<file path="config.mk">
export PLATFORM = sky130hd
export DESIGN_NAME = cfg_write_arbiter
export DESIGN_NICKNAME = d
export VERILOG_FILES = /design/src/rtl/cfg_pkg.sv /design/src/rtl/cfg_wr_fifo.sv /design/src/rtl/cfg_write_arbiter.sv
export SDC_FILE = /design/constraint.sdc
export NUM_CORES = 1
export LEC_CHECK = 0
export ABC_AREA = 1
export BUFFER_PORTS_ARGS = -buffer_cell sky130_fd_sc_hd__buf_2
export CAP_MARGIN = 20
export CORE_MARGIN = 3
export CORE_UTILIZATION = 48
export DETAILED_ROUTE_END_ITERATION = 10
export PLACE_DENSITY = 0.71
export REMOVE_ABC_BUFFERS = 1
export SLEW_MARGIN = 15
export SYNTH_ARGS = -nofsm -noshare
export SYNTH_HDL_FRONTEND = slang
export SYNTH_HIERARCHICAL = 1
export SYNTH_SLANG_ARGS = --single-unit
</file>
<file path="constraint.sdc">
create_clock -name clk -period 2.9 [get_ports clk]
set_input_delay 0.145 -clock clk [delete_from_list [all_inputs] [get_ports clk]]
set_output_delay 0.145 -clock clk [all_outputs]
set_load 0.01 [all_outputs]
</file>
<file path="src/rtl/cfg_pkg.sv">
// Shared types and constants for the configuration write path: register map, write record, grant owner.
package cfg_pkg;

    localparam int CFG_NUM_REGS   = 5;
    localparam int CFG_DW         = 8;
    localparam int CFG_AW         = 7;
    localparam int CFG_FIFO_DEPTH = 2;

    localparam logic [CFG_AW-1:0] ADDR_EN_OUT_LO = 7'd0;
    localparam logic [CFG_AW-1:0] ADDR_EN_OUT_HI = 7'd1;
    localparam logic [CFG_AW-1:0] ADDR_EN_PWM_LO = 7'd2;
    localparam logic [CFG_AW-1:0] ADDR_EN_PWM_HI = 7'd3;
    localparam logic [CFG_AW-1:0] ADDR_PWM_DUTY  = 7'd4;

    typedef struct packed {
        logic [CFG_AW-1:0] addr;
        logic [CFG_DW-1:0] data;
    } cfg_wr_t;

    typedef enum logic {
        GNT_SPI = 1'b0,
        GNT_SEQ = 1'b1
    } cfg_gnt_e;

endpackage

</file>
<file path="src/rtl/cfg_wr_fifo.sv">
// Small synchronous FIFO holding SPI writes until the arbiter grants them.
// Push while full is accepted only when a pop happens in the same cycle.
module cfg_wr_fifo
    import cfg_pkg::*;
#(
    parameter int DEPTH = CFG_FIFO_DEPTH
) (
    input  logic    clk,
    input  logic    rst_n,
    input  logic    push,
    input  cfg_wr_t push_data,
    input  logic    pop,
    output cfg_wr_t head,
    output logic    full,
    output logic    empty
);

    localparam int IW = $clog2(DEPTH);
    localparam int PW = IW + 1;

    // Extra pointer bit distinguishes full from empty when the indices match.
    logic [PW-1:0] wr_ptr;
    logic [PW-1:0] rd_ptr;
    cfg_wr_t       mem [DEPTH];
    logic          push_ok;
    logic          pop_ok;

    assign empty   = (wr_ptr == rd_ptr);
    assign full    = (wr_ptr[IW] != rd_ptr[IW]) && (wr_ptr[IW-1:0] == rd_ptr[IW-1:0]);
    assign pop_ok  = pop && !empty;
    assign push_ok = push && (!full || pop_ok);
    assign head    = mem[rd_ptr[IW-1:0]];

    always_ff @(posedge clk or negedge rst_n) begin
        if (!rst_n) begin
            wr_ptr <= '0;
            rd_ptr <= '0;
        end else begin
            if (push_ok) wr_ptr <= wr_ptr + 1'b1;
            if (pop_ok)  rd_ptr <= rd_ptr + 1'b1;
        end
    end

    always_ff @(posedge clk) begin
        if (push_ok) mem[wr_ptr[IW-1:0]] <= push_data;
    end

endmodule

</file>
<file path="src/rtl/cfg_write_arbiter.sv">
// Configuration register bank shared by the SPI decoder (non-stalling, buffered) and the sequencer
// (valid/ready); writes go to a shadow bank and reach regs_out only on commit.
module cfg_write_arbiter
    import cfg_pkg::*;
#(
    parameter int NUM_REGS   = CFG_NUM_REGS,
    parameter int DW         = CFG_DW,
    parameter int AW         = CFG_AW,
    parameter int FIFO_DEPTH = CFG_FIFO_DEPTH
) (
    input  logic                   clk,
    input  logic                   rst_n,
    input  logic                   spi_wr_valid,
    input  logic [AW-1:0]          spi_wr_addr,
    input  logic [DW-1:0]          spi_wr_data,
    input  logic                   seq_wr_valid,
    output logic                   seq_wr_ready,
    input  logic [AW-1:0]          seq_wr_addr,
    input  logic [DW-1:0]          seq_wr_data,
    input  logic                   commit_tick,
    input  logic                   immediate,
    input  logic                   err_clr,
    output logic [NUM_REGS*DW-1:0] regs_out,
    output logic [NUM_REGS-1:0]    pending,
    output logic                   err_overflow,
    output logic                   err_addr
);

    cfg_gnt_e      last_grant;
    cfg_wr_t       fifo_head;
    cfg_wr_t       wr;
    logic          fifo_full;
    logic          fifo_empty;
    logic          fifo_push;
    logic          fifo_pop;
    logic          seq_gnt;
    logic          spi_gnt;
    logic          wr_valid;
    logic          addr_ok;
    logic          do_commit;
    logic          overflow_set;
    logic          addr_err_set;
    logic [NUM_REGS-1:0] hit;
    logic [DW-1:0] shadow [NUM_REGS];
    logic [DW-1:0] active [NUM_REGS];

    // Sequencer handshake: a write transfers on any cycle where seq_wr_valid && seq_wr_ready; ready is a
    // function of arbiter state only, and the sequencer holds addr/data steady until the transfer.
    assign seq_wr_ready = fifo_empty || (last_grant == GNT_SPI);
    assign seq_gnt      = seq_wr_valid && seq_wr_ready;
    assign spi_gnt      = !seq_gnt && !fifo_empty;
    assign fifo_pop     = spi_gnt;
    assign fifo_push    = spi_wr_valid && (!fifo_full || fifo_pop);
    assign overflow_set = spi_wr_valid && fifo_full && !fifo_pop;

    cfg_wr_fifo #(.DEPTH(FIFO_DEPTH)) u_fifo (
        .clk       (clk),
        .rst_n     (rst_n),
        .push      (fifo_push),
        .push_data ('{addr: spi_wr_addr, data: spi_wr_data}),
        .pop       (fifo_pop),
        .head      (fifo_head),
        .full      (fifo_full),
        .empty     (fifo_empty)
    );

    assign wr           = seq_gnt ? '{addr: seq_wr_addr, data: seq_wr_data} : fifo_head;
    assign wr_valid     = seq_gnt || spi_gnt;
    assign addr_ok      = (32'(wr.addr) < NUM_REGS);
    assign addr_err_set = wr_valid && !addr_ok;
    assign do_commit    = immediate || commit_tick;

    always_comb begin
        hit = '0;
        for (int i = 0; i < NUM_REGS; i++) begin
            hit[i] = wr_valid && addr_ok && (wr.addr == AW'(i));
        end
    end

    // Commit copies the pre-write shadow; only immediate mode lets the granted write pass straight through.
    always_ff @(posedge clk or negedge rst_n) begin
        if (!rst_n) begin
            for (int i = 0; i < NUM_REGS; i++) begin
                shadow[i] <= '0;
                active[i] <= '0;
            end
            pending      <= '0;
            last_grant   <= GNT_SEQ;
            err_overflow <= 1'b0;
            err_addr     <= 1'b0;
        end else begin
            for (int i = 0; i < NUM_REGS; i++) begin
                if (hit[i]) shadow[i] <= wr.data;
                if (immediate && hit[i]) active[i] <= wr.data;
                else if (do_commit && pending[i]) active[i] <= shadow[i];
                if (hit[i] && !immediate) pending[i] <= 1'b1;
                else if (do_commit) pending[i] <= 1'b0;
            end
            if (seq_gnt)      last_grant <= GNT_SEQ;
            else if (spi_gnt) last_grant <= GNT_SPI;
            if (overflow_set) err_overflow <= 1'b1;
            else if (err_clr) err_overflow <= 1'b0;
            if (addr_err_set) err_addr <= 1'b1;
            else if (err_clr) err_addr <= 1'b0;
        end
    end

    always_comb begin
        regs_out = '0;
        for (int i = 0; i < NUM_REGS; i++) begin
            regs_out[i*DW +: DW] = active[i];
        end
    end

endmodule

</file>
==> impl_metrics.json <==
{
  "cp_max_fo": 17,
  "skew_ps": 5.66,
  "track_usage_pct": 22.2,
  "antenna_cells": 0,
  "fin_crit_sh_pct": 91.8,
  "peakVddDrop_mv": 0.591,
  "antenna_found_initial": 0,
  "crit_type": "flip-flop to flip-flop",
  "vias": 5140,
  "cts_made_buffers": 17,
  "end_kind": "flip-flop",
  "start_util_pct": 50.5,
  "mostFrequentLayoutCells": "216 x nand2_1, 94 x inv_1, 91 x dfrtp_1",
  "drc": 0,
  "finalSetupViolations": 0,
  "dieHeight_um": 120,
  "period_minus_slack_ps": 2660,
  "drv_slew": 0,
  "startpoint_type": "flip-flop",
  "final_common_cell": "nand2_1",
  "power_frac_seq_pct": 34.7,
  "die-area_um2": 14300,
  "hold_viol": 0,
  "total_power_mw": 7.07,
  "cts_buffer_depth": 2,
  "die_w_um": 120,
  "synth_area_per_cell_um2": 8.75,
  "dp.cells": 951,
  "gp_congestion": 0.808,
  "rows": 40,
  "core_um2": 12300,
  "drtAntennaViolNets": 0,
  "port-buffer-count": 84,
  "hold_path_class": "input port to flip-flop",
  "drive_above_1_share_pct": 25.6,
  "post-dp-hpwl_um": 10100,
  "grt_pass1_vias": 4932,
  "cts_tree": "built",
  "max_freq_ghz": 0.376,
  "whs_ps": 129,
  "yosysWarnings": 6,
  "synthCells": 710,
  "powerDensity_nw_per_um2": 927,
  "fin_cells": 1009,
  "dr.pass1.iters": 5,
  "grt_max_degree": 53,
  "synthArstFlopShare_pct": 75.4,
  "total_leakage_power_nw": 4.08,
  "nNetsFinal": 865,
  "rsz0062_at_grt": "false",
  "setup_tns_ps": 0,
  "pwr-share-clk_pct": 31.3,
  "insertion_delay_ps": 420,
  "switching_share_pct": 36.8,
  "root_buffer": "clkbuf_16",
  "synth_edf_count": 30,
  "area.growth.synth_to_final_pct": 22.7,
  "worst_pin_slew_ps": 925,
  "drt-wirelength-per-cell_um": 14.9,
  "cts_max_level": 4,
  "clk_pin_slew_worst_paths_ps": 60,
  "viasPerCell": 5.09,
  "max-cap-violations": 0,
  "synth_flop_cell": "dfrtp_1",
  "numClockSinks": 122,
  "slew_headroom_pct": 38.1,
  "intPower_mw": 4.47,
  "grt_pass1_wl_um": 24800,
  "ys_seq_area_share_pct": 51.6,
  "p_sw_mw": 2.60,
  "cp.required_ps": 3250,
  "combPwrFrac_pct": 33.9,
  "drt-initial-drc-count": 530,
  "pin_count": 85,
  "drt_wl_total_um": 15100,
  "synthDistinctLibCells": 38,
  "grt-ovfl-total": 0,
  "syn-cell-area_um2": 6210,
  "ys_seq_elements": 122,
  "status": "complete, no violations",
  "arrival_ps": 3010
}
[layout make-up]
class                   count  area [um^2]
inverters                  99          378
fillers                  1042         4690
well taps                 168          210
flip-flops and latches    122         3200
clock inverters            15          200
multi-input cells         462         2410
repair buffers            126          796
clock buffers              17          425
[power groups by stage]
stage / registers (mW) / clock network [mW] / logic (mW)
after global placement: 2.47 / 0 / 2.25
after CTS: 2.45 / 2.25 / 2.36
after detailed placement: 2.48 / 0 / 2.32
after floorplan: 2.54 / 0 / 1.32
final: 2.46 / 2.21 / 2.40
after global routing: 2.50 / 2.33 / 2.64
[sequential cells by signal (all words and copies together), names as in the netlist]
| register | cells |
|---|---|
| u_fifo/rd_ptr | 2 |
| shadow | 40 |
| err_addr | 1 |
| regs_out | 40 |
| last_grant | 1 |
| u_fifo/mem | 30 |
| pending | 5 |
| u_fifo/wr_ptr | 2 |
| err_overflow | 1 |
[cell families after synthesis]
kind of cell / share of synthesized area, %
and+or+nand+nor: 31.7
buffers and inverters: 9.65
DFF: 51.6
AOI/OAI and AO/OA: 5.64
muxes: 1.13
xor gates and xnor gates: 0.282
[routing by layer]
| layer | track usage [%] | routed length (um) | up-vias |
|---|---|---|---|
| met2 | 35.4 | 7460 | 140 |
| met3 | 5.14 | 719 | 37 |
| met1 | 29.1 | 6490 | 2463 |
| met4 | 9.95 | 396 | 0 |
| li1 | - | - | 2500 |
| met5 | 0 | 0 | - |
[path summary, 6_finish.rpt]
| kind | startpoint | to | slack, ps | cells after the start |
|---|---|---|---|---|
| min in group asynchronous | rst_n | regs_out[0] | 310 | 2 |
| min reg2reg | shadow[35] | shadow[35] | 480 | 2 |
| max reg2reg | u_fifo/rd_ptr[0] | regs_out[14] | 240 | 17 |
| max | u_fifo/rd_ptr[0] | regs_out[14] | 240 | 17 |
| max in group asynchronous | rst_n | last_grant | 1780 | 3 |
| min | seq_wr_valid | last_grant | 130 | 3 |
[stage by stage]
stage / utilization [%] / cell area (um^2) / setup slack [ps]
floorplan: - / 5990 / -138
global placement: 54.7 / 6740 / 336
detailed placement: 54.7 / 6740 / 195
CTS: 61.3 / 7550 / 171
global route: 61.9 / 7620 / 5.82
finish: 61.9 / 7620 / 238
[critical path, cell delays in order (launching register included)]
cell	delay, ps
dfrtp_1	440
inv_4	180
nand2_2	100
nand2_4	90
nand2_2	80
inv_1	90
inv_2	70
nand2_4	100
nand2_4	120
nand2_1	100
nand2_2	70
inv_1	70
nand2_2	110
nor2_4	330
nand4_4	290
nand2_1	190
nor2_1	50
nor2_1	90
[cell usage after synthesis (all sizes together), types with 2 or more instances]
cell    number  share of area (%)
clkbuf       7               0.64
o22ai        6               0.60
nand3       38                3.5
nand4       37                4.7
mux2i        7                1.1
dfrtp       91                 37
a21oi        2               0.34
nand2      242                 17
a21boi       2               0.42
edfxtp      30                 15
xor2         2               0.28
buf         20                3.0
nor2        38                3.3
inv         98                6.0
o21ai       53                4.3
and2         3               0.30
or2         30                3.0
[what timing repair did]
action | CTS | global route
buffers inserted | 0 | 8
endpoints found under the setup margin | 0 | 33
resized for setup | 0 | 1
endpoints found under the hold margin | 82 | 0
hold buffers | 18 | 0
Note: power is estimated with default switching activity, not from simulation.
